--- src/rtl/urv_trap_ctrl_pkg.sv ---
// Shared constants and types for the machine-mode trap controller:
// CSR addresses, status/enable bit positions, interrupt cause codes and FSM states.
package urv_trap_ctrl_pkg;

    localparam logic [11:0] CSR_MSTATUS = 12'h300;
    localparam logic [11:0] CSR_MIE     = 12'h304;
    localparam logic [11:0] CSR_MEPC    = 12'h341;
    localparam logic [11:0] CSR_MCAUSE  = 12'h342;
    localparam logic [11:0] CSR_MIP     = 12'h344;

    localparam int CSR_MSTATUS_MIE  = 3;
    localparam int CSR_MSTATUS_MPIE = 7;
    localparam int CSR_MIE_MEIE     = 11;
    localparam int CSR_MIE_MTIE     = 7;

    localparam logic [3:0] CAUSE_IRQ_EXT   = 4'd11;
    localparam logic [3:0] CAUSE_IRQ_TIMER = 4'd7;

    typedef enum logic [0:0] {
        ST_RUN   = 1'b0,
        ST_FLUSH = 1'b1
    } trap_state_e;

    // Exception PCs are always word aligned.
    function automatic logic [31:0] align_word(input logic [31:0] addr);
        return addr & ~32'h0000_0003;
    endfunction

endpackage

--- src/rtl/urv_trap_ctrl_sync_2ff.sv ---
// Per-bit two-flop synchroniser for asynchronous level inputs, async active-high reset.
module urv_trap_ctrl_sync_2ff #(
    parameter int WIDTH = 1
) (
    input  logic             clk_i,
    input  logic             rst_i,
    input  logic [WIDTH-1:0] d_i,
    output logic [WIDTH-1:0] q_o
);

    logic [WIDTH-1:0] meta_r;
    logic [WIDTH-1:0] sync_r;

    // Two-stage capture of the asynchronous levels
    always_ff @(posedge clk_i or posedge rst_i) begin
        if (rst_i) begin
            meta_r <= '0;
            sync_r <= '0;
        end else begin
            meta_r <= d_i;
            sync_r <= meta_r;
        end
    end

    assign q_o = sync_r;

endmodule

--- src/rtl/urv_trap_ctrl.sv ---
// Machine-mode trap/interrupt controller in the X stage: owns mstatus/mie/mip/mepc/mcause,
// arbitrates exception > interrupt > mret > CSR write and issues a registered PC redirect.
module urv_trap_ctrl
    import urv_trap_ctrl_pkg::*;
#(
    parameter logic [31:0] TRAP_VECTOR  = 32'h0000_0008,
    parameter int          FLUSH_CYCLES = 2,
    parameter int          IRQ_SYNC     = 1
) (
    input  logic        clk_i,
    input  logic        rst_i,
    input  logic        x_valid_i,
    input  logic        x_stall_i,
    input  logic        x_kill_i,
    input  logic [31:0] x_pc_i,
    input  logic        x_is_csr_i,
    input  logic [11:0] x_csr_sel_i,
    input  logic [31:0] x_csr_write_value_i,
    input  logic        x_exception_i,
    input  logic [3:0]  x_exception_cause_i,
    input  logic        x_is_mret_i,
    input  logic        irq_i,
    input  logic        timer_irq_i,
    output logic [31:0] csr_mstatus_o,
    output logic [31:0] csr_mie_o,
    output logic [31:0] csr_mip_o,
    output logic [31:0] csr_mepc_o,
    output logic [31:0] csr_mcause_o,
    output logic        x_redirect_o,
    output logic [31:0] x_redirect_pc_o
);

    localparam logic [3:0] FLUSH_RELOAD = 4'(FLUSH_CYCLES - 1);

    logic [1:0]  irq_sync_s;
    logic        meip_s, mtip_s;
    logic        commit_s, irq_pend_s;
    logic        exc_take_s, irq_take_s, mret_take_s, csr_wr_s, redirect_take_s;

    logic        mstatus_mie_r, mstatus_mpie_r, mie_meie_r, mie_mtie_r;
    logic [31:0] mepc_r;
    logic        mcause_int_r;
    logic [3:0]  mcause_code_r;
    logic        redirect_r;
    logic [31:0] redirect_pc_r;

    trap_state_e state_r, state_s;
    logic [3:0]  cnt_r, cnt_s;

    generate
        if (IRQ_SYNC != 0) begin : g_sync
            urv_trap_ctrl_sync_2ff #(.WIDTH(2)) u_sync (
                .clk_i (clk_i),
                .rst_i (rst_i),
                .d_i   ({irq_i, timer_irq_i}),
                .q_o   (irq_sync_s)
            );
        end else begin : g_nosync
            assign irq_sync_s = {irq_i, timer_irq_i};
        end
    endgenerate

    assign meip_s = irq_sync_s[1];
    assign mtip_s = irq_sync_s[0];

    assign commit_s   = x_valid_i & ~x_stall_i & ~x_kill_i;
    assign irq_pend_s = mstatus_mie_r & ((mie_meie_r & meip_s) | (mie_mtie_r & mtip_s));

    // Each lower-priority action is masked by every higher-priority one.
    assign exc_take_s      = commit_s & x_exception_i;
    assign irq_take_s      = commit_s & ~x_exception_i & irq_pend_s & (state_r == ST_RUN);
    assign mret_take_s     = commit_s & ~x_exception_i & ~irq_take_s & x_is_mret_i;
    assign csr_wr_s        = commit_s & ~x_exception_i & ~irq_take_s & ~x_is_mret_i & x_is_csr_i;
    assign redirect_take_s = exc_take_s | irq_take_s | mret_take_s;

    // CSR state: trap entry, mret restore, or software write
    always_ff @(posedge clk_i or posedge rst_i) begin
        if (rst_i) begin
            mstatus_mie_r  <= 1'b0;
            mstatus_mpie_r <= 1'b0;
            mie_meie_r     <= 1'b0;
            mie_mtie_r     <= 1'b0;
            mepc_r         <= 32'h0000_0000;
            mcause_int_r   <= 1'b0;
            mcause_code_r  <= 4'h0;
        end else if (exc_take_s | irq_take_s) begin
            mstatus_mpie_r <= mstatus_mie_r;
            mstatus_mie_r  <= 1'b0;
            mepc_r         <= align_word(x_pc_i);
            mcause_int_r   <= irq_take_s;
            if (exc_take_s) begin
                mcause_code_r <= x_exception_cause_i;
            end else if (mie_meie_r & meip_s) begin
                mcause_code_r <= CAUSE_IRQ_EXT;
            end else begin
                mcause_code_r <= CAUSE_IRQ_TIMER;
            end
        end else if (mret_take_s) begin
            mstatus_mie_r  <= mstatus_mpie_r;
            mstatus_mpie_r <= 1'b1;
        end else if (csr_wr_s) begin
            case (x_csr_sel_i)
                CSR_MSTATUS: begin
                    mstatus_mie_r  <= x_csr_write_value_i[CSR_MSTATUS_MIE];
                    mstatus_mpie_r <= x_csr_write_value_i[CSR_MSTATUS_MPIE];
                end
                CSR_MIE: begin
                    mie_meie_r <= x_csr_write_value_i[CSR_MIE_MEIE];
                    mie_mtie_r <= x_csr_write_value_i[CSR_MIE_MTIE];
                end
                CSR_MEPC:   mepc_r <= align_word(x_csr_write_value_i);
                CSR_MCAUSE: begin
                    mcause_int_r  <= x_csr_write_value_i[31];
                    mcause_code_r <= x_csr_write_value_i[3:0];
                end
                default: ;
            endcase
        end
    end

    // Redirect pulse and sticky target
    always_ff @(posedge clk_i or posedge rst_i) begin
        if (rst_i) begin
            redirect_r    <= 1'b0;
            redirect_pc_r <= 32'h0000_0000;
        end else begin
            redirect_r <= redirect_take_s;
            if (exc_take_s | irq_take_s) begin
                redirect_pc_r <= TRAP_VECTOR;
            end else if (mret_take_s) begin
                redirect_pc_r <= mepc_r;
            end
        end
    end

    // FSM state register
    always_ff @(posedge clk_i or posedge rst_i) begin
        if (rst_i) begin
            state_r <= ST_RUN;
            cnt_r   <= 4'h0;
        end else begin
            state_r <= state_s;
            cnt_r   <= cnt_s;
        end
    end

    // FSM next state: any redirect (re)starts the interrupt blackout window
    always_comb begin
        state_s = state_r;
        cnt_s   = cnt_r;
        case (state_r)
            ST_RUN: begin
                if (redirect_take_s) begin
                    state_s = ST_FLUSH;
                    cnt_s   = FLUSH_RELOAD;
                end else begin
                    state_s = ST_RUN;
                end
            end
            ST_FLUSH: begin
                if (redirect_take_s) begin
                    cnt_s = FLUSH_RELOAD;
                end else if (cnt_r == 4'h0) begin
                    state_s = ST_RUN;
                end else begin
                    cnt_s = cnt_r - 4'h1;
                end
            end
            default: begin
                state_s = ST_RUN;
                cnt_s   = 4'h0;
            end
        endcase
    end

    // CSR read views
    always_comb begin
        csr_mstatus_o = 32'h0000_0000;
        csr_mie_o     = 32'h0000_0000;
        csr_mip_o     = 32'h0000_0000;
        csr_mcause_o  = 32'h0000_0000;
        csr_mstatus_o[CSR_MSTATUS_MIE]  = mstatus_mie_r;
        csr_mstatus_o[CSR_MSTATUS_MPIE] = mstatus_mpie_r;
        csr_mie_o[CSR_MIE_MEIE]         = mie_meie_r;
        csr_mie_o[CSR_MIE_MTIE]         = mie_mtie_r;
        csr_mip_o[CSR_MIE_MEIE]         = meip_s;
        csr_mip_o[CSR_MIE_MTIE]         = mtip_s;
        csr_mcause_o[31]                = mcause_int_r;
        csr_mcause_o[3:0]               = mcause_code_r;
    end

    assign csr_mepc_o      = mepc_r;
    assign x_redirect_o    = redirect_r;
    assign x_redirect_pc_o = redirect_pc_r;

endmodule

--- config.mk ---
export PLATFORM = sky130hd
export DESIGN_NAME = urv_trap_ctrl
export DESIGN_NICKNAME = d
export VERILOG_FILES = /design/src/rtl/urv_trap_ctrl_pkg.sv /design/src/rtl/urv_trap_ctrl_sync_2ff.sv /design/src/rtl/urv_trap_ctrl.sv
export SDC_FILE = /design/constraint.sdc
export NUM_CORES = 1
export LEC_CHECK = 0
export BUFFER_PORTS_ARGS = -buffer_cell sky130_fd_sc_hd__buf_2
export CORE_ASPECT_RATIO = 0.75
export CORE_MARGIN = 5
export CORE_UTILIZATION = 46
export CTS_CLUSTER_SIZE = 25
export DETAILED_ROUTE_END_ITERATION = 8
export PLACE_DENSITY = 0.93
export SLEW_MARGIN = 20
export SYNTH_ARGS = -nofsm -noshare
export SYNTH_HDL_FRONTEND = slang
export SYNTH_HIERARCHICAL = 1
export SYNTH_SLANG_ARGS = --single-unit
--- constraint.sdc ---
create_clock -name clk_i -period 4.95 [get_ports clk_i]
set_input_delay 0.2475 -clock clk_i [delete_from_list [all_inputs] [get_ports clk_i]]
set_output_delay 0.2475 -clock clk_i [all_outputs]
set_load 0.01 [all_outputs]
==> results of run 1 <==
==> worst register-to-register path: stages, from the launching register on <==
cell	delay (ns)
dfrtp_1	0.41
nand2_1	0.15
a21oi_1	0.08
buf_4	0.20
o21ai_4	0.62
buf_4	0.48
o21ai_0	0.16
a22o_1	0.19
==> cells in the final DEF, fill, tap and decap left out, types with 2 or more instances in the layout <==
cell | synthesis | final
xnor2_1 | 3 | 3
inv_1 | 10 | 9
conb_1 | 1 | 121
a32oi_1 | 2 | 2
dfrtp_1 | 79 | 79
clkbuf_16 | 0 | 9
inv_6 | 0 | 3
nand2_1 | 63 | 63
nor3_1 | 7 | 6
nand4b_1 | 2 | 2
buf_4 | 128 | 6
o22ai_1 | 4 | 4
mux2_1 | 2 | 2
nand3_1 | 4 | 4
o21ai_0 | 4 | 4
a21oi_1 | 8 | 8
clkinvlp_4 | 0 | 2
a22o_1 | 30 | 30
a31oi_1 | 28 | 28
buf_2 | 3 | 159
mux2_2 | 2 | 2
nor2_1 | 39 | 39
==> power by group through the flow <==
| stage | sequential (mW) | combinational, mW | clock (mW) |
|---|---|---|---|
| floorplan | 0.900 | 0.302 | 0 |
| global placement | 0.865 | 0.450 | 0 |
| detailed placement | 0.870 | 0.467 | 0 |
| CTS | 0.862 | 0.470 | 0.643 |
| global route | 0.877 | 0.520 | 0.677 |
| finish | 0.863 | 0.468 | 0.627 |
==> cells by family after synthesis <==
family / synth area share (%)
AOI/OAI and AO/OA: 14.3
buffers and inverters: 24.7
and+or+nand+nor: 13.1
adders and majority gates: 0.288
DFF: 45.6
xor gates and xnor gates: 0.606
other: 0.0864
muxes: 1.27
==> per-stage QoR <==
| step | instances | hold slack [ns] | utilization, % | cell area [um2] |
|---|---|---|---|---|
| after CTS | 742 | 0.00579 | 55.6 | 5070 |
| final | 742 | 0.0190 | 55.6 | 5070 |
| after floorplan | 578 | 0.0136 | - | 4790 |
| after global routing | 742 | 0.00741 | 55.6 | 5070 |
| after global placement | 725 | 0.161 | 52.3 | 4770 |
| after detailed placement | 725 | 0.170 | 52.4 | 4780 |
==> metal layers <==
layer / up-vias / routed length [um] / GRT usage, %
li1: 1613 / - / -
met1: 1662 / 4800 / 24.7
met2: 198 / 5930 / 33.3
met3: 15 / 1080 / 5.48
met4: 0 / 177 / 6.06
met5: - / 0 / 0
==> registers in the layout (all words and copies together) (netlist names) <==
| register | count |
|---|---|
| cnt_r | 4 |
| csr_mepc_o | 30 |
| g_sync.u_sync/meta_r | 2 |
| g_sync.u_sync/q_o | 2 |
| mcause_code_r | 4 |
| mcause_int_r | 1 |
| mie_meie_r | 1 |
| mie_mtie_r | 1 |
| mstatus_mie_r | 1 |
| mstatus_mpie_r | 1 |
| state_r | 1 |
| x_redirect_o | 1 |
| x_redirect_pc_o | 30 |
==> timing repair <==
item / 4_1_cts / 5_1_grt
setup buffers: 0 / 0
hold buffers: 1 / 0
endpoints found under the setup margin: 0 / 0
endpoints found under the hold margin: 31 / 0
==> layout make-up <==
type / instances / area [um2] / share of cell area [%]
inverter: 11 / 42.5 / 0.838
sequential: 79 / 1980 / 39.0
clock buffer: 10 / 239 / 4.71
timing repair buffer: 166 / 851 / 16.8
tap: 128 / 160 / 3.16
multi-input combinational: 342 / 1760 / 34.6
clock inverter: 6 / 50.0 / 0.986
==> how the worst min path moves through the flow <==
stage,slack (ns),endpoint,start
finish,0.02,g_sync.u_sync/meta_r[0],timer_irq_i
global route,0.007,g_sync.u_sync/meta_r[0],timer_irq_i
CTS,0.006,g_sync.u_sync/meta_r[0],timer_irq_i
detailed placement,0.17,g_sync.u_sync/meta_r[0],rst_i
global placement,0.16,g_sync.u_sync/meta_r[1],rst_i
floorplan,0.01,g_sync.u_sync/meta_r[0],rst_i
==> flow_metrics.tcl, run 1 <==
set metrics [dict create \
    outcome "finished clean" \
    viasPerCell 4.70 \
    synth_most_common_cell "buf_4" \
    combPwrFrac_pct 23.9 \
    worst_pin_slew_ns 0.780 \
    switching_share_pct 32.3 \
    endpoint_kind "flop" \
    r2r_start "mie_meie_r" \
    drtIter0Drc 201 \
    rows 30 \
    die-width_um 122 \
    antenna_found_initial 0 \
    crit_family "simple AND/OR/NAND/NOR gates" \
    ios 283 \
    synth_cell_type_count 44 \
    worstPathCellList "buf_2 -> nor3b_4 -> nand4_2 -> or4_2 -> a32oi_1 -> a21oi_1" \
    slew_violations 0 \
    power_switching_mw 0.633 \
    clock_power_share_pct 32.0 \
    ys_warn_count 6 \
    p_total_mw 1.96 \
    crit_required_ns 5.14 \
    drv_cap 0 \
    power_density_nw_per_um2 386 \
    cp_slowest_cell "or4_2" \
    antenna_cells 0 \
    setup_ws_ns 2.33 \
    wl_per_cell_um 16.1 \
    cp-startpoint "x_kill_i" \
    drtAntennaViolNets 0 \
    r2r_slack_ns 2.54 \
    cts.repair.resized 0 \
    synth_area_leaders "dfrtp_1, buf_4, a22o_1, nand2_1, a31oi_1" \
    track_usage_pct 19.7 \
    core_um2 9120 \
    io_buffers 159 \
    crit_path_max_fanout 30 \
    slew_headroom_pct 47.8 \
    grt_overflow_total 0 \
    cp.arrival_ns 2.81 \
    synth_largest_area_cell "dfrtp_1" \
    fmaxAchievable_mhz 382 \
    layout-drive-gt1-share_pct 31.8 \
    crit_path_end "csr_mepc_o[31]" \
    drc 0 \
    grt_pass1_vias 3274 \
    crit_type "in -> reg" \
    setup_tns_ns 0 \
    p_int_mw 1.33 \
    clk_pin_slew_ns 0.06 \
    synth_commonest_cells "buf_4, dfrtp_1, nand2_1" \
    routabilityCongestion 0.913 \
    vdd_drop_max_mv 0.182 \
    netlist_instances 458 \
    worst_r2r_endpoint "mcause_code_r[2]" \
    seq_area_frac_synth_pct 45.6 \
    grt_max_degree 49 \
    worstRegToRegCells 7 \
    area_growth_pct 17.0 \
    period_needed_ns 2.62 \
    initial_core_util_pct 47.6 \
    insertion_delay_ns 0.33 \
    clk_path_buf_depth 2 \
    die-area_um2 11500 \
    hold_class "in -> reg" \
    fin_nets 700 \
    place_ws_ns 2.00 \
    netlist_area_um2 4340 \
    rsz0062_at_grt "false" \
    avgSynthCellArea_um2 9.47 \
    n_fill_cell 788 \
    crit_path_start_kind "input pin" \
    hold_depth 1 \
    yosys_most_used_dff "dfrtp_1" \
    worstSetupPathDepth 6 \
    critPathBufInv 1 \
    routed_wl_mm 12.0 \
    tritoncts "yes" \
    dp_hpwl_mm 8.91 \
    slowest_delay_ns 1.12 \
    finalCritPeriodShare_pct 52.8 \
    first_pass_iters 4 \
    root_buffer "clkbuf_16" \
    ys_async_sr_fraction_pct 100 \
    clkSinkCount 79 \
    cts_buffers 9 \
    setup_viol 0 \
    htreeDepth 3 \
    power_frac_seq_pct 44.1 \
    synth_edf_count 0 \
    grt_pass1_wl_mm 17.5 \
    finClkSkew_ns 0.00738 \
    hold_viol 0 \
    ys_seq_elements 79 \
    die_h_um 94.1 \
    vias 3488 \
    yosysTopAreaCellShare_pct 45.6 \
    p_leak_nw 2.74 \
]
Note: power is estimated with default switching activity, not from simulation.
==> inputs of run 2 (changes only) <==
Settings changed: CORE_UTILIZATION 46 to 39, PLACE_DENSITY 0.93 to 0.85.
Clock period 4.95 ns to 2.2 ns, I/O delays scaled along.
==> run 2 against run 1 <==
Effect of this change:
- die area rose by 16%
- critical path type is now reg -> reg
- critical path depth rose by 1
- critical endpoint unchanged
- register-to-register slack got worse by 2.3 ns
- non-clock buffer count rose by 8
- utilization fell by 7.7 points
- largest power group unchanged
- final cell count rose by 2.7%
- highest routed layer unchanged
- wire length fell by 5.8%
- first-iteration DRC count fell by 6.5%
==> flow_metrics.tcl, run 2 (synthesis results as in run 1) <==
set metrics [dict create \
    antenna_cells 0 \
    period_needed_ns 1.99 \
    vias 3420 \
    switching_share_pct 30.2 \
    clk_path_buf_depth 2 \
    ios 283 \
    combPwrFrac_pct 23.3 \
    grt_overflow_total 0 \
    finClkSkew_ns 0.00612 \
    n_fill_cell 1053 \
    cts_buffers 9 \
    drtIter0Drc 188 \
    finalCritPeriodShare_pct 90.6 \
    final_cell_mix "buf_2, conb_1, dfrtp_1, nand2_1, nor2_1" \
    rows 33 \
    antenna_found_initial 0 \
    slew_violations 0 \
    routed_wl_mm 11.3 \
    final_common_cell "buf_2" \
    hold_buffers 3 \
    power_frac_seq_pct 42.0 \
    core_um2 10900 \
    routabilityCongestion 0.958 \
    p_total_mw 4.58 \
    insertion_delay_ns 0.33 \
    power_density_nw_per_um2 877 \
    crit_type "reg -> reg" \
    viasPerCell 4.49 \
    outcome "finished clean" \
    hold_class "in -> reg" \
    drv_cap 0 \
    crit_path_max_fanout 30 \
    first_pass_iters 4 \
    htreeDepth 3 \
    p_int_mw 3.20 \
    crit_path_start_kind "flop" \
    grt_max_degree 64 \
    grt_pass1_wl_mm 17.1 \
    clock_power_share_pct 34.8 \
    power_switching_mw 1.38 \
    hold_viol 0 \
    fmaxAchievable_mhz 502 \
    worst_pin_slew_ns 0.555 \
    die_h_um 101 \
    initial_core_util_pct 39.8 \
    fin_nets 708 \
    layout-drive-gt1-share_pct 32.0 \
    wl_per_cell_um 14.8 \
    root_buffer "clkbuf_16" \
    endpoint_kind "flop" \
    grt_pass1_vias 3282 \
    crit_required_ns 2.40 \
    cts_setup_buffers 0 \
    vdd_drop_max_mv 0.375 \
    setup_tns_ns 0 \
    clkSinkCount 79 \
    slew_headroom_pct 63.0 \
    clk_pin_slew_ns 0.06 \
    rsz0062_at_grt "false" \
    die-area_um2 13400 \
    setup_viol 0 \
    cp.arrival_ns 2.19 \
    drtAntennaViolNets 0 \
    cts.repair.resized 0 \
    die-width_um 132 \
    io_buffers 159 \
    p_leak_nw 2.81 \
    dp_hpwl_mm 8.44 \
    drc 0 \
    area_growth_pct 20.4 \
    tritoncts "yes" \
    track_usage_pct 15.9 \
]
run 2: cell types whose count changed in the layout (fill, tap and decap cells not counted):
cell	previous run	this run
dlygate4sd3_1	1	3
clkbuf_8	1	0
buf_12	0	3
or4_2	1	0
clkbuf_1	0	1
or4_1	0	1
bufinv_16	0	2
buf_4	6	9
clkinv_4	1	0
inv_6	3	2
run 2: layer usage:
| layer | GRT usage, % | wire length [um] |
|---|---|---|
| met5 | 0 | 0 |
| met2 | 26.0 | 5510 |
| met3 | 4.77 | 796 |
| met4 | 4.11 | 90 |
| met1 | 21.0 | 4890 |
run 2: power by group through the flow:
stage	Clock, mW	Combinational, mW	Sequential (mW)
after floorplan	0	0.679	2.02
after global routing	1.70	1.19	1.96
after global placement	0	1.04	1.94
after detailed placement	0	1.07	1.94
after CTS	1.64	1.08	1.92
final	1.59	1.07	1.92
run 2: final cells by class:
class                           count  area [um2]  area share (%)
Inverter                           11        42.5           0.814
Clock inverter                      6        92.6            1.77
Timing Repair Buffer              174         953            18.3
Clock buffer                       10         229            4.38
Multi-Input combinational cell    342        1750            33.6
Sequential cell                    79        1980            37.8
Tap cell                          140         175            3.35
run 2: worst paths after layout:
check | startpoint | endpoint | slack [ns] | depth (start not counted)
min in group asynchronous | rst_i | g_sync.u_sync/meta_r[1] | 0.27 | 3
max in group asynchronous | rst_i | x_redirect_pc_o[15] | 1.17 | 4
worst min-delay path | x_csr_write_value_i[30] | csr_mepc_o[30] | 0.03 | 3
worst min register to register | g_sync.u_sync/meta_r[1] | g_sync.u_sync/q_o[1] | 0.35 | 0
worst max register to register | mstatus_mie_r | csr_mepc_o[31] | 0.21 | 7
worst max-delay path | mstatus_mie_r | csr_mepc_o[31] | 0.21 | 7
run 2: per-stage QoR:
stage	setup WS (ns)	cell area, um2	hold WS, ns	util, %	std cells
2_1_floorplan	0.180	4790	-0.124	-	578
3_3_place_gp	0.224	4870	0.0215	44.7	743
3_5_place_dp	0.211	4870	0.0321	44.7	743
4_1_cts	0.210	5220	0.0155	47.9	762
5_1_grt	0.0891	5220	0.0270	47.9	762
6_report	0.207	5220	0.0325	47.9	762
run 2: critical path, stage by stage, from the launching register on:
cell      delay (ns)
dfrtp_1         0.41
nand2b_1        0.15
a21oi_1         0.09
buf_4           0.17
or4_1           0.49
buf_4           0.27
a32oi_1         0.19
a21oi_1         0.08
==> inputs of run 3 (changes only) <==
Settings changed: CORE_AREA from default to 2 2 109 111, CORE_ASPECT_RATIO 0.75 to default, CORE_MARGIN 5 to default, CORE_UTILIZATION 39 to default, DIE_AREA from default to 0 0 111 113, PLACE_DENSITY 0.85 to 0.84.
==> run 3 against run 2 <==
Effect of this change:
- register-to-register slack lost 0.03 ns
- first-iteration DRC count up 49%
- hold slack got worse by 0.0057 ns
- fmax fell by 1.6%
- largest cell class unchanged
- total power fell by 0.53%
- global-route usage rose by 0.84 points
- clock-buffer cell count shrank 1
- sequential share of layout area decreased by 0.34 points
- final cell count rose by 1.0%
- clock power about the same
- via count up 1.4%
- sequential power barely moved
- critical endpoint is now mcause_code_r[2]
==> flow_metrics.tcl, run 3 (synthesis results as in run 1) <==
set metrics [dict create \
    outcome "finished clean" \
    htreeDepth 3 \
    final_cell_mix "buf_2, conb_1, dfrtp_1, nand2_1, nor2_1" \
    antenna_cells 0 \
    hold_class "in -> reg" \
    clkSinkCount 79 \
    dp_hpwl_mm 8.16 \
    utilization_pct 46.8 \
    vias 3467 \
    stdcell_count 770 \
    drtIter0Drc 281 \
    wl_per_cell_um 14.7 \
    track_usage_pct 16.8 \
    finClkSkew_ns 0.00722 \
    routed_wl_mm 11.3 \
    register_area_um2 1980 \
    finalCritPeriodShare_pct 92.1 \
    setup_ws_ns 0.174 \
    drc 0 \
    viasPerCell 4.50 \
    fmaxAchievable_mhz 494 \
    period_needed_ns 2.03 \
    area_growth_pct 21.5 \
    p_leak_nw 2.83 \
    core_um2 11300 \
    cts_buffers 9 \
    crit_family "simple AND/OR/NAND/NOR gates" \
    crit_path_max_fanout 11 \
    routabilityCongestion 0.846 \
    final_common_cell "buf_2" \
    root_buffer "clkbuf_16" \
    worstPathCellList "nand2b_1 -> a21oi_1 -> buf_4 -> nor3_1 -> a21oi_1 -> buf_4 -> a22o_1" \
    grt_overflow_total 0 \
    antenna_found_initial 0 \
    hold_viol 0 \
    cts.repair.resized 0 \
    die_h_um 113 \
    io_buffers 159 \
    multiInputGateArea_um2 1770 \
    slowest_delay_ns 0.45 \
    crit_path_start_kind "flop" \
    placedCellCount 749 \
    grt_max_degree 40 \
    rows 39 \
    crit_type "reg -> reg" \
    whs_ns 0.0268 \
    tritoncts "yes" \
    clk_path_buf_depth 2 \
    power_density_nw_per_um2 865 \
    die-area_um2 12500 \
    rsz0062_at_grt "false" \
    initial_core_util_pct 38.5 \
    vdd_drop_max_mv 0.460 \
    setup_viol 0 \
    fin_nets 714 \
    insertion_delay_ns 0.33 \
    endpoint_kind "flop" \
    layout-drive-gt1-share_pct 32.7 \
    grt_pass1_vias 3083 \
    first_pass_iters 5 \
    crit_required_ns 2.42 \
    place_ws_ns -0.0760 \
    worst_pin_slew_ns 0.739 \
    slew_headroom_pct 50.1 \
    grt_pass1_wl_mm 16.7 \
    clk_pin_slew_ns 0.06 \
    ios 283 \
    die-width_um 111 \
    cp.arrival_ns 2.24 \
    drtAntennaViolNets 0 \
    slew_violations 0 \
    drv_cap 0 \
    critPathBufInv 2 \
    cp_slowest_cell "nor3_1" \
    p_total_mw 4.56 \
    n_fill_cell 1059 \
]
## run 3: worst paths after layout
check | from | endpoint | slack [ns] | cells after the start
min in group asynchronous | rst_i | g_sync.u_sync/meta_r[1] | 0.24 | 3
worst max register to register | mstatus_mie_r | mcause_code_r[2] | 0.17 | 7
worst min-delay path | x_csr_write_value_i[30] | csr_mepc_o[30] | 0.03 | 3
worst min register to register | g_sync.u_sync/meta_r[0] | g_sync.u_sync/q_o[0] | 0.35 | 0
max in group asynchronous | rst_i | csr_mepc_o[12] | 1.03 | 4
worst max-delay path | mstatus_mie_r | mcause_code_r[2] | 0.17 | 7
## run 3: per-stage QoR
step / instance area [um2] / TNS [ns]
2_1_floorplan: 4790 / 0
3_3_place_gp: 4890 / 0
3_5_place_dp: 4890 / -0.493
4_1_cts: 5240 / 0
5_1_grt: 5270 / 0
6_report: 5270 / 0
## run 3: area by class of cell
cell class | instances | area share (%)
clock buffer | 9 | 4.27
clock inverter | 6 | 1.64
inverter | 11 | 0.807
multi-input combinational | 343 | 33.6
sequential | 79 | 37.5
tap | 143 | 3.39
timing repair buffer | 179 | 18.8
## run 3: metal layers
layer	up-vias	wire [um]	GRT usage, %
li1	1645	-	-
met1	1624	4530	20.6
met2	187	5830	29.6
met3	11	767	2.79
met4	0	158	6.50
met5	-	0	0
## run 3: what timing repair did
item                       4_1_cts  5_1_grt
setup endpoints to repair        5       15
hold buffers                     3        0
setup buffers                    0        2
pin swaps                        1        2
cloned                           0        1
hold endpoints to repair        43        0
## run 3: report_power, final
part           internal [mW]  switching (mW)  total, mW
clock network          0.985           0.587       1.57
registers               1.73           0.195       1.93
logic                  0.466           0.591       1.06
## run 3: worst min-delay path, delay by kind of cell
family,cells,cell delay [ns]
buf+inv,1,0.09
compound gates,1,0.07
simple gates,1,0.04
